<file path="config.mk">
export PLATFORM = sky130hd
export DESIGN_NAME = dmem_access_ctrl_flat
export DESIGN_NICKNAME = d
export VERILOG_FILES = /design/src/rtl/dmem_access_ctrl_if.sv /design/src/rtl/dmem_access_ctrl.sv /design/src/flat_wrapper.sv
export SDC_FILE = /design/constraint.sdc
export NUM_CORES = 1
export LEC_CHECK = 0
export ABC_AREA = 0
export BUFFER_PORTS_ARGS = -buffer_cell sky130_fd_sc_hd__buf_4
export CAP_MARGIN = 10
export CORE_MARGIN = 2
export CORE_UTILIZATION = 40
export DETAILED_ROUTE_END_ITERATION = 8
export GPL_ROUTABILITY_DRIVEN = 0
export PLACE_DENSITY_LB_ADDON = 0.05
export SLEW_MARGIN = 10
export SYNTH_ARGS = -nofsm -noshare
export SYNTH_HDL_FRONTEND = slang
export SYNTH_SLANG_ARGS = --single-unit
</file>
<file path="constraint.sdc">
create_clock -name clk -period 1.8 [get_ports clk]
set_input_delay 0.09 -clock clk [delete_from_list [all_inputs] [get_ports clk]]
set_output_delay 0.09 -clock clk [all_outputs]
set_load 0.005 [all_outputs]
</file>
<file path="src/rtl/dmem_access_ctrl_if.sv">
// Request/response and data-RAM bundle between the MEM stage and dmem_access_ctrl.
// Handshake: a request transfers on a rising edge where req_valid & req_ready;
// resp_valid is a one-cycle pulse and resp_err/rdata are meaningful only with it.
interface dmem_access_ctrl_if;
  logic        req_valid;
  logic        req_ready;
  logic [31:0] addr;
  logic [31:0] wdata;
  logic        mem_read;
  logic        mem_write;
  logic [1:0]  mask_mode;
  logic        sext;
  logic        resp_valid;
  logic        resp_err;
  logic [31:0] rdata;
  logic [31:0] dm_addr;
  logic [31:0] dm_rdata;
  logic [31:0] dm_wdata;
  logic        dm_we;
  logic [2:0]  dbg_state;

  modport master (
    output req_valid, addr, wdata, mem_read, mem_write, mask_mode, sext, dm_rdata,
    input  req_ready, resp_valid, resp_err, rdata, dm_addr, dm_wdata, dm_we, dbg_state
  );

  modport slave (
    input  req_valid, addr, wdata, mem_read, mem_write, mask_mode, sext, dm_rdata,
    output req_ready, resp_valid, resp_err, rdata, dm_addr, dm_wdata, dm_we, dbg_state
  );
endinterface

</file>
<file path="src/rtl/dmem_access_ctrl.sv">
// Data-memory access controller: byte/half/word loads and stores against a
// one-cycle-latency word RAM, with read-modify-write for sub-word stores.
module dmem_access_ctrl (
  input  logic                 clk,
  input  logic                 reset,
  dmem_access_ctrl_if.slave    bus
);
  typedef enum logic [2:0] {IDLE, RD, WAIT, WR, RESP} state_t;

  state_t      state;
  logic [1:0]  lane_q;
  logic [1:0]  mode_q;
  logic        sext_q;
  logic        load_q;
  logic [31:0] wdata_q;

  logic        req_err;
  logic [4:0]  shift;
  logic [7:0]  byte_sel;
  logic [15:0] half_sel;
  logic [31:0] load_val;
  logic [31:0] lane_mask;
  logic [31:0] merge_val;
  logic        unused_addr;

  assign unused_addr   = &{1'b0, bus.addr[31:10]};
  assign bus.req_ready = (state == IDLE) & ~reset;
  assign bus.dbg_state = state;

  always_comb begin
    req_err = (bus.mem_read == bus.mem_write)
            | (bus.mask_mode == 2'b11)
            | ((bus.mask_mode == 2'b01) & bus.addr[0])
            | ((bus.mask_mode == 2'b10) & (bus.addr[1:0] != 2'b00));
  end

  // Lane extraction for loads and lane merge for sub-word stores share the shift.
  always_comb begin
    shift    = (mode_q == 2'b00) ? {lane_q, 3'b000} : {lane_q[1], 4'b0000};
    byte_sel = 8'(bus.dm_rdata >> shift);
    half_sel = 16'(bus.dm_rdata >> shift);
    case (mode_q)
      2'b00:   load_val = {{24{sext_q & byte_sel[7]}}, byte_sel};
      2'b01:   load_val = {{16{sext_q & half_sel[15]}}, half_sel};
      default: load_val = bus.dm_rdata;
    endcase
    lane_mask = ((mode_q == 2'b00) ? 32'h0000_00FF : 32'h0000_FFFF) << shift;
    merge_val = (bus.dm_rdata & ~lane_mask) | ((wdata_q << shift) & lane_mask);
  end

  always_ff @(posedge clk) begin
    if (reset) begin
      state          <= IDLE;
      bus.resp_valid <= 1'b0;
      bus.resp_err   <= 1'b0;
      bus.rdata      <= '0;
      bus.dm_addr    <= '0;
      bus.dm_wdata   <= '0;
      bus.dm_we      <= 1'b0;
      lane_q         <= '0;
      mode_q         <= '0;
      sext_q         <= 1'b0;
      load_q         <= 1'b0;
      wdata_q        <= '0;
    end else begin
      bus.resp_valid <= 1'b0;
      bus.dm_we      <= 1'b0;
      case (state)
        IDLE: begin
          if (bus.req_valid) begin
            lane_q      <= bus.addr[1:0];
            mode_q      <= bus.mask_mode;
            sext_q      <= bus.sext;
            load_q      <= bus.mem_read;
            wdata_q     <= bus.wdata;
            bus.dm_addr <= {22'b0, bus.addr[9:2], 2'b00};
            if (req_err) begin
              state          <= RESP;
              bus.resp_valid <= 1'b1;
              bus.resp_err   <= 1'b1;
              bus.rdata      <= '0;
            end else if (bus.mem_write && bus.mask_mode == 2'b10) begin
              // Full-word stores need no read of the old word.
              state        <= WR;
              bus.dm_wdata <= bus.wdata;
              bus.dm_we    <= 1'b1;
            end else begin
              state <= RD;
            end
          end
        end
        RD:   state <= WAIT;
        WAIT: begin
          if (load_q) begin
            state          <= RESP;
            bus.rdata      <= load_val;
            bus.resp_valid <= 1'b1;
            bus.resp_err   <= 1'b0;
          end else begin
            state        <= WR;
            bus.dm_wdata <= merge_val;
            bus.dm_we    <= 1'b1;
          end
        end
        WR: begin
          state          <= RESP;
          bus.rdata      <= '0;
          bus.resp_valid <= 1'b1;
          bus.resp_err   <= 1'b0;
        end
        RESP: begin
          state        <= IDLE;
          bus.resp_err <= 1'b0;
        end
        default: state <= IDLE;
      endcase
    end
  end
endmodule

</file>
<file path="src/flat_wrapper.sv">
// flat-port wrapper written by rule: the top's interface ports become plain ports
module dmem_access_ctrl_flat 
  (clk, reset, bus_req_valid, bus_addr, bus_wdata, bus_mem_read, bus_mem_write, bus_mask_mode, bus_sext, bus_dm_rdata, bus_req_ready, bus_resp_valid, bus_resp_err, bus_rdata, bus_dm_addr, bus_dm_wdata, bus_dm_we, bus_dbg_state);
  dmem_access_ctrl_if bus_i ();
  input  logic clk;
  input  logic reset;
  input wire logic [$bits(bus_i.req_valid)-1:0] bus_req_valid;
  input wire logic [$bits(bus_i.addr)-1:0] bus_addr;
  input wire logic [$bits(bus_i.wdata)-1:0] bus_wdata;
  input wire logic [$bits(bus_i.mem_read)-1:0] bus_mem_read;
  input wire logic [$bits(bus_i.mem_write)-1:0] bus_mem_write;
  input wire logic [$bits(bus_i.mask_mode)-1:0] bus_mask_mode;
  input wire logic [$bits(bus_i.sext)-1:0] bus_sext;
  input wire logic [$bits(bus_i.dm_rdata)-1:0] bus_dm_rdata;
  output wire logic [$bits(bus_i.req_ready)-1:0] bus_req_ready;
  output wire logic [$bits(bus_i.resp_valid)-1:0] bus_resp_valid;
  output wire logic [$bits(bus_i.resp_err)-1:0] bus_resp_err;
  output wire logic [$bits(bus_i.rdata)-1:0] bus_rdata;
  output wire logic [$bits(bus_i.dm_addr)-1:0] bus_dm_addr;
  output wire logic [$bits(bus_i.dm_wdata)-1:0] bus_dm_wdata;
  output wire logic [$bits(bus_i.dm_we)-1:0] bus_dm_we;
  output wire logic [$bits(bus_i.dbg_state)-1:0] bus_dbg_state;
  assign bus_i.req_valid = bus_req_valid;
  assign bus_i.addr = bus_addr;
  assign bus_i.wdata = bus_wdata;
  assign bus_i.mem_read = bus_mem_read;
  assign bus_i.mem_write = bus_mem_write;
  assign bus_i.mask_mode = bus_mask_mode;
  assign bus_i.sext = bus_sext;
  assign bus_i.dm_rdata = bus_dm_rdata;
  assign bus_req_ready = bus_i.req_ready;
  assign bus_resp_valid = bus_i.resp_valid;
  assign bus_resp_err = bus_i.resp_err;
  assign bus_rdata = bus_i.rdata;
  assign bus_dm_addr = bus_i.dm_addr;
  assign bus_dm_wdata = bus_i.dm_wdata;
  assign bus_dm_we = bus_i.dm_we;
  assign bus_dbg_state = bus_i.dbg_state;
  dmem_access_ctrl u_core (.clk(clk), .reset(reset), .bus(bus_i));
endmodule
</file>
* Yosys cells after proc, flatten, opt, wreduce, memory -nomap -nowiden *
Cells that the tools add are included.

operators by class
  add/sub/neg operators = 0
  multiply operators = 0
  div/mod/pow operators = 0
  $lt $le $gt $ge = 0
  equal/unequal tests = 15
  shift operators = 3
  mux-type cells = 30
  bitwise logic cells = 13
  reduce and logical (&&, ||, !) cells = 12

operators with widths
  cell                                                                     count
  32-bit two-way mux                                                       7
  32-bit one-hot mux with 2 select lines                                   2
  32-bit one-hot mux with 3 select lines                                   1
  32-bit AND                                                               2
  32-bit inverter                                                          1
  32-bit OR                                                                1
  16-bit by 5-bit << shifter with 32-bit output                            1
  32-bit by 5-bit << shifter with 32-bit output                            1
  32-bit by 5-bit right shift with 16-bit output                           1
  16-bit two-way mux                                                       1
  3-bit one-hot mux with 4 select lines                                    1
  1-bit two-way mux                                                        10
  3-bit two-way mux                                                        3
  2-bit inequality test, second input constant                             4
  4-bit AND reduction                                                      2
  3-bit by 2-bit == test with 1-bit output, second input constant          2
  1-bit one-hot mux with 3 select lines                                    2
  3-bit nonzero test                                                       2
  1-bit AND                                                                5
  5-bit AND reduction                                                      1
  2-bit by 1-bit == test with 1-bit output, second input constant          2
  2-bit == test, second input constant                                     2
  4-bit two-way mux                                                        1
  2-bit by 1-bit inequality test with 1-bit output, second input constant  2
  13 further kinds                                                         16

storage, ports and cells
  flip-flop bits (word level) = 116
  latch bits = 0
  memory bits (writable) = 0
  ROM bits = 0
  input port bits = 104
  output and inout bits = 103
  memories = 0

* Logic depth before layout (Yosys ltp) *
  word-level depth = 8
  mapped depth = 7
  gate-level depth less buffers = 4

* Worst setup path after synthesis *
Ideal clock, no wire load.

  kind = register -> register
  start = register u_core.lane_q[1]
  end = register u_core.bus.rdata[17]
  setup time = 0.122 ns
  arrival time = 1.683 ns
  setup slack = -0.004 ns
  stages on the path, launching flop included = 7
  buffers on the path = 2
  cells stage by stage = dfxtp_1 > clkbuf_1 > mux2_2 > nor3_1 > nor4b_4 > buf_6 > a221o_1

between the ends
  word-level cells in the longest chain between the ends = 5

RTL lines
  item                                                line                                            RTL
  start, declared                                     dmem_access_ctrl.sv:11                          logic [1:0] lane_q;
  start signal, assigned                              dmem_access_ctrl.sv:71                          lane_q <= bus.addr[1:0];
  32-bit by 5-bit right shift with 16-bit output (*)  dmem_access_ctrl.sv:40                          byte_sel = 8'(bus.dm_rdata >> shift);
  1-bit AND (on tied branches)                        dmem_access_ctrl.sv:44, dmem_access_ctrl.sv:43
  32-bit one-hot mux with 2 select lines (*)          dmem_access_ctrl.sv:42                          case (mode_q)
  32-bit two-way mux (*)                              dmem_access_ctrl.sv:94                          if (load_q) begin
  32-bit one-hot mux with 3 select lines (*)          dmem_access_ctrl.sv:68                          case (state)
  end signal, assigned                                dmem_access_ctrl.sv:96                          bus.rdata <= load_val;
  end, declared                                       dmem_access_ctrl_if.sv:29                       output req_ready, resp_valid, resp_err, rdata, dm_addr, dm_wdata, dm_we, dbg_state

Every way passes the cells marked *; elsewhere a longest branch is shown, timed or not. The select of a mux whose other input is x is not followed.
A chain may end at the register's enable or synchronous reset.

* Final worst setup path *
  start = register u_core.lane_q[1]
  end = register u_core.bus.dm_wdata[10]

between the ends
  word-level cells in the longest chain between the ends = 6

RTL lines
  item                                           line                       RTL
  16-bit by 5-bit << shifter with 32-bit output  dmem_access_ctrl.sv:47     lane_mask = ((mode_q == 2'b00) ? 32'h0000_00FF : 32'h0000_FFFF) << shift;
  32-bit inverter                                dmem_access_ctrl.sv:48     merge_val = (bus.dm_rdata & ~lane_mask) | ((wdata_q << shift) & lane_mask);
  32-bit AND                                     dmem_access_ctrl.sv:48
  32-bit OR (*)                                  dmem_access_ctrl.sv:48
  32-bit two-way mux (*)                         dmem_access_ctrl.sv:94
  32-bit one-hot mux with 2 select lines (*)     dmem_access_ctrl.sv:68
  end signal, assigned                           dmem_access_ctrl.sv:85     bus.dm_wdata <= bus.wdata;
  end signal, assigned                           dmem_access_ctrl.sv:101    bus.dm_wdata <= merge_val;
  end, declared                                  dmem_access_ctrl_if.sv:29

Marks and branches as above.

==> flow_summary.yaml <==
finish:
  drive_gt1_frac: 0.3422
  diodes: 0
  layout.cells.non_filler: 996
  nets: 923
  layout_commonest_cell: "buf_4"
  finalInstanceArea_um2: 7724
  syn_to_final_growth_pct: 48.14
  n_fill_cell: 1168
  final_cell_mix: "buf_4, dfxtp_1, nand2_1"
synthesis:
  synth_seq_cells: 100
  synth_top_flop_cell: "dfxtp_1"
  yosys_warnings: 0
  syn_avg_cell_area_um2: 8.589
  post_synth_num_cell_types: 47
  postSynthCellCount: 607
  netlist_area_um2: 5214
  async_flop_share: 0
  synth_edf_count: 0
  yosysSeqAreaShare: 0.3840
clock_network:
  cts.clk_slew.worst_paths_ns: 0.07
  clk_path_buf_depth: 2
  cts_num_sinks: 100
  clock_latency_ns: 0.35
  cts_tree: "built"
  cts_made_buffers: 9
  cts_htree_levels: 3
  root_buffer: "clkbuf_16"
routing:
  viasPerCell: 5.388
  postRouteAntennaNets: 0
  dr_total_vias: 5366
  drc: 0
  wl_per_cell_um: 18.50
  drt_iter0_markers: 463
  totalWireLength_mm: 18.42
  dr.pass1.iters: 5
setup_path:
  r2r-start: "u_core.lane_q[1]$_SDFFE_PP0P_"
  rr_endpoint: "u_core.bus.dm_wdata[10]$_SDFFE_PP0P_"
  critPathMaxStageDelay_ns: 0.38
  reg2reg_depth: 6
  cp_top_family: "compound AO/OA/AOI/OAI gates"
  cp_common_cell: "buf_4"
  cp-startpoint: "u_core.lane_q[1]$_SDFFE_PP0P_"
  cp-endpoint: "u_core.bus.dm_wdata[10]$_SDFFE_PP0P_"
  required_ns: 2.07
  cp.depth: 6
  endpoint_kind: "flip-flop"
  cp_cell_sequence: "buf_4 > inv_1 > buf_4 > a21oi_1 > a311o_1 > a211oi_2"
  path_class: "reg2reg"
  crit_path_start_kind: "flip-flop"
  crit_arrival_ns: 2.02
  cp_max_fo: 12
  cp_slowest_cell: "a311o_1"
  rrSetupSlack_ns: 0.05
  critPathBufInv: 3
floorplanning:
  row_count: 41
  die_w_um: 118.2
  die_area_um2: 13960
  coreArea_um2: 12670
  io_pins: 207
  die_h_um: 118.2
  start_util: 0.4115
worst_hold_path:
  holdCritStartpoint: "bus_wdata[11]"
  worstHoldPathType: "in2reg"
power_and_ir_drop:
  p_leak_nw: 3.348
  cellPowerDensity_nw_per_um2: 696.4
  peakVddDrop_mv: 0.4429
timing:
  period_minus_slack_ns: 1.749
  fin_skew_ns: 0.004975
  worst_slew_margin_rel: 0.3190
  hold_viol_final: 0
  period_share: 0.9718
  final.setup.tns_ns: 0
  fmax_ghz: 0.5717
  setup_viol: 0
  worst_pin_slew_ns: 1.011
  slew_viol_final: 0
  rsz0062_at_grt: "yes"
status:
  status: "finished, final reports clean"
placed_design:
  dpl_cell_area_um2: 6741
  portBuffers: 160
  dp_hpwl_mm: 12.58
  placedCellCount: 930
grt:
  grt_pass1_wl_mm: 28.08
  grt_overflow: 0
  track_usage: 0.2543
  grt_pass1_vias: 5168
  grt_max_degree: 71
  antenna_found_initial: 0
flow_run:
  maxCapViolations: 0
==> Yosys cell counts, types with 10 or more instances <==
master / instances / area, µm²
a211oi_1: 28 / 210.2
buf_4: 24 / 180.2
o21ai_0: 25 / 125.1
a21oi_1: 67 / 335.3
a21boi_0: 16 / 120.1
clkbuf_1: 28 / 105.1
nand3b_1: 10 / 75.07
nor2_1: 35 / 131.4
buf_2: 19 / 95.09
o221ai_1: 15 / 131.4
dfxtp_1: 100 / 2002
nand2_1: 94 / 352.8
mux2i_1: 29 / 290.3
a221o_1: 23 / 230.2
buf_1: 10 / 37.54
==> worst min path at each step <==
stage | endpoint | cells past startpoint | slack (ns)
after detailed placement | u_core.bus.dm_addr[7]$_SDFFE_PP0P_ | 3 | 0.35
after CTS | u_core.wdata_q[10]$_SDFFE_PP0P_ | 3 | 0.0007
final | u_core.wdata_q[11]$_SDFFE_PP0P_ | 3 | 0.01
after global placement | u_core.bus.dm_addr[7]$_SDFFE_PP0P_ | 3 | 0.34
after global routing | u_core.bus.rdata[26]$_SDFFE_PP0P_ | 2 | 0.0004
after floorplan | u_core.wdata_q[15]$_SDFFE_PP0P_ | 2 | 0.23
==> per-layer routing <==
metal	part of all wire	global-route usage
met2	0.47	0.4093
met5	0	0
met1	0.45	0.3388
met4	0.023	0.07756
met3	0.057	0.05743
==> worst reg2reg max path, stage by stage, from the launching register on <==
cell	delay [ns]
dfxtp_1	0.31
buf_4	0.17
inv_1	0.26
buf_4	0.24
a21oi_1	0.10
a311o_1	0.38
a211oi_2	0.20
==> cell type report <==
type | instances | area (µm²) | area share
repair buffers | 259 | 2203 | 0.2853
well taps | 172 | 215.2 | 0.02786
clock inverters | 3 | 20.02 | 0.002592
flip-flops and latches | 100 | 2008 | 0.2600
clock buffers | 13 | 270.3 | 0.03499
multi-input cells | 447 | 2999 | 0.3883
inverters | 2 | 7.507 | 0.0009720
==> cells by family (layout without fill, tap and decap cells) <==
kind of cell	after synthesis	after routing	share of synthesized area
flip-flops	100	100	0.3840
AO/OA/AOI/OAI	219	223	0.3074
other	1	24	0.0007193
multiplexers	32	32	0.06215
AND/OR/NAND/NOR	167	167	0.1538
XOR/XNOR	1	1	0.001680
buffers and inverters	87	277	0.09023
==> state kept, by name, summed over array words and instances (netlist names), 2 cells and up <==
signal / flops
u_core.bus.dm_wdata: 32
u_core.bus.rdata: 32
u_core.wdata_q: 16
u_core.bus.dm_addr: 8
u_core.bus.dbg_state: 3
u_core.lane_q: 2
u_core.mode_q: 2
==> metrics by stage <==
step	total power, mW	worst slack [ns]	hold slack [ns]	util
final	5.379	0.05074	0.01270	0.6096
after global routing	5.613	-0.02087	0.0003746	0.6096
after CTS	5.346	0.009234	0.0006641	0.5919
after detailed placement	3.316	-0.4041	0.3474	0.5320
after global placement	3.306	-0.2998	0.3385	0.5320
after floorplan	2.909	0.06550	0.2260	-
==> repair_timing <==
action / 4_1_cts / 5_1_grt
endpoints found under the hold margin: 32 / 0
gates cloned: 4 / 2
buffers inserted: 2 / 10
pin swaps: 3 / 11
hold buffers: 32 / 0
endpoints found under the setup margin: 65 / 56
resized for setup: 15 / 18
==> report_power, final <==
part / total [mW] / switching [mW] / internal (mW)
sequential: 2.34 / 0.0610 / 2.28
combinational: 1.13 / 0.581 / 0.552
clock: 1.90 / 0.852 / 1.05
total: 5.38 / 1.49 / 3.89
No activity file was read; power rests on OpenSTA's default activity.
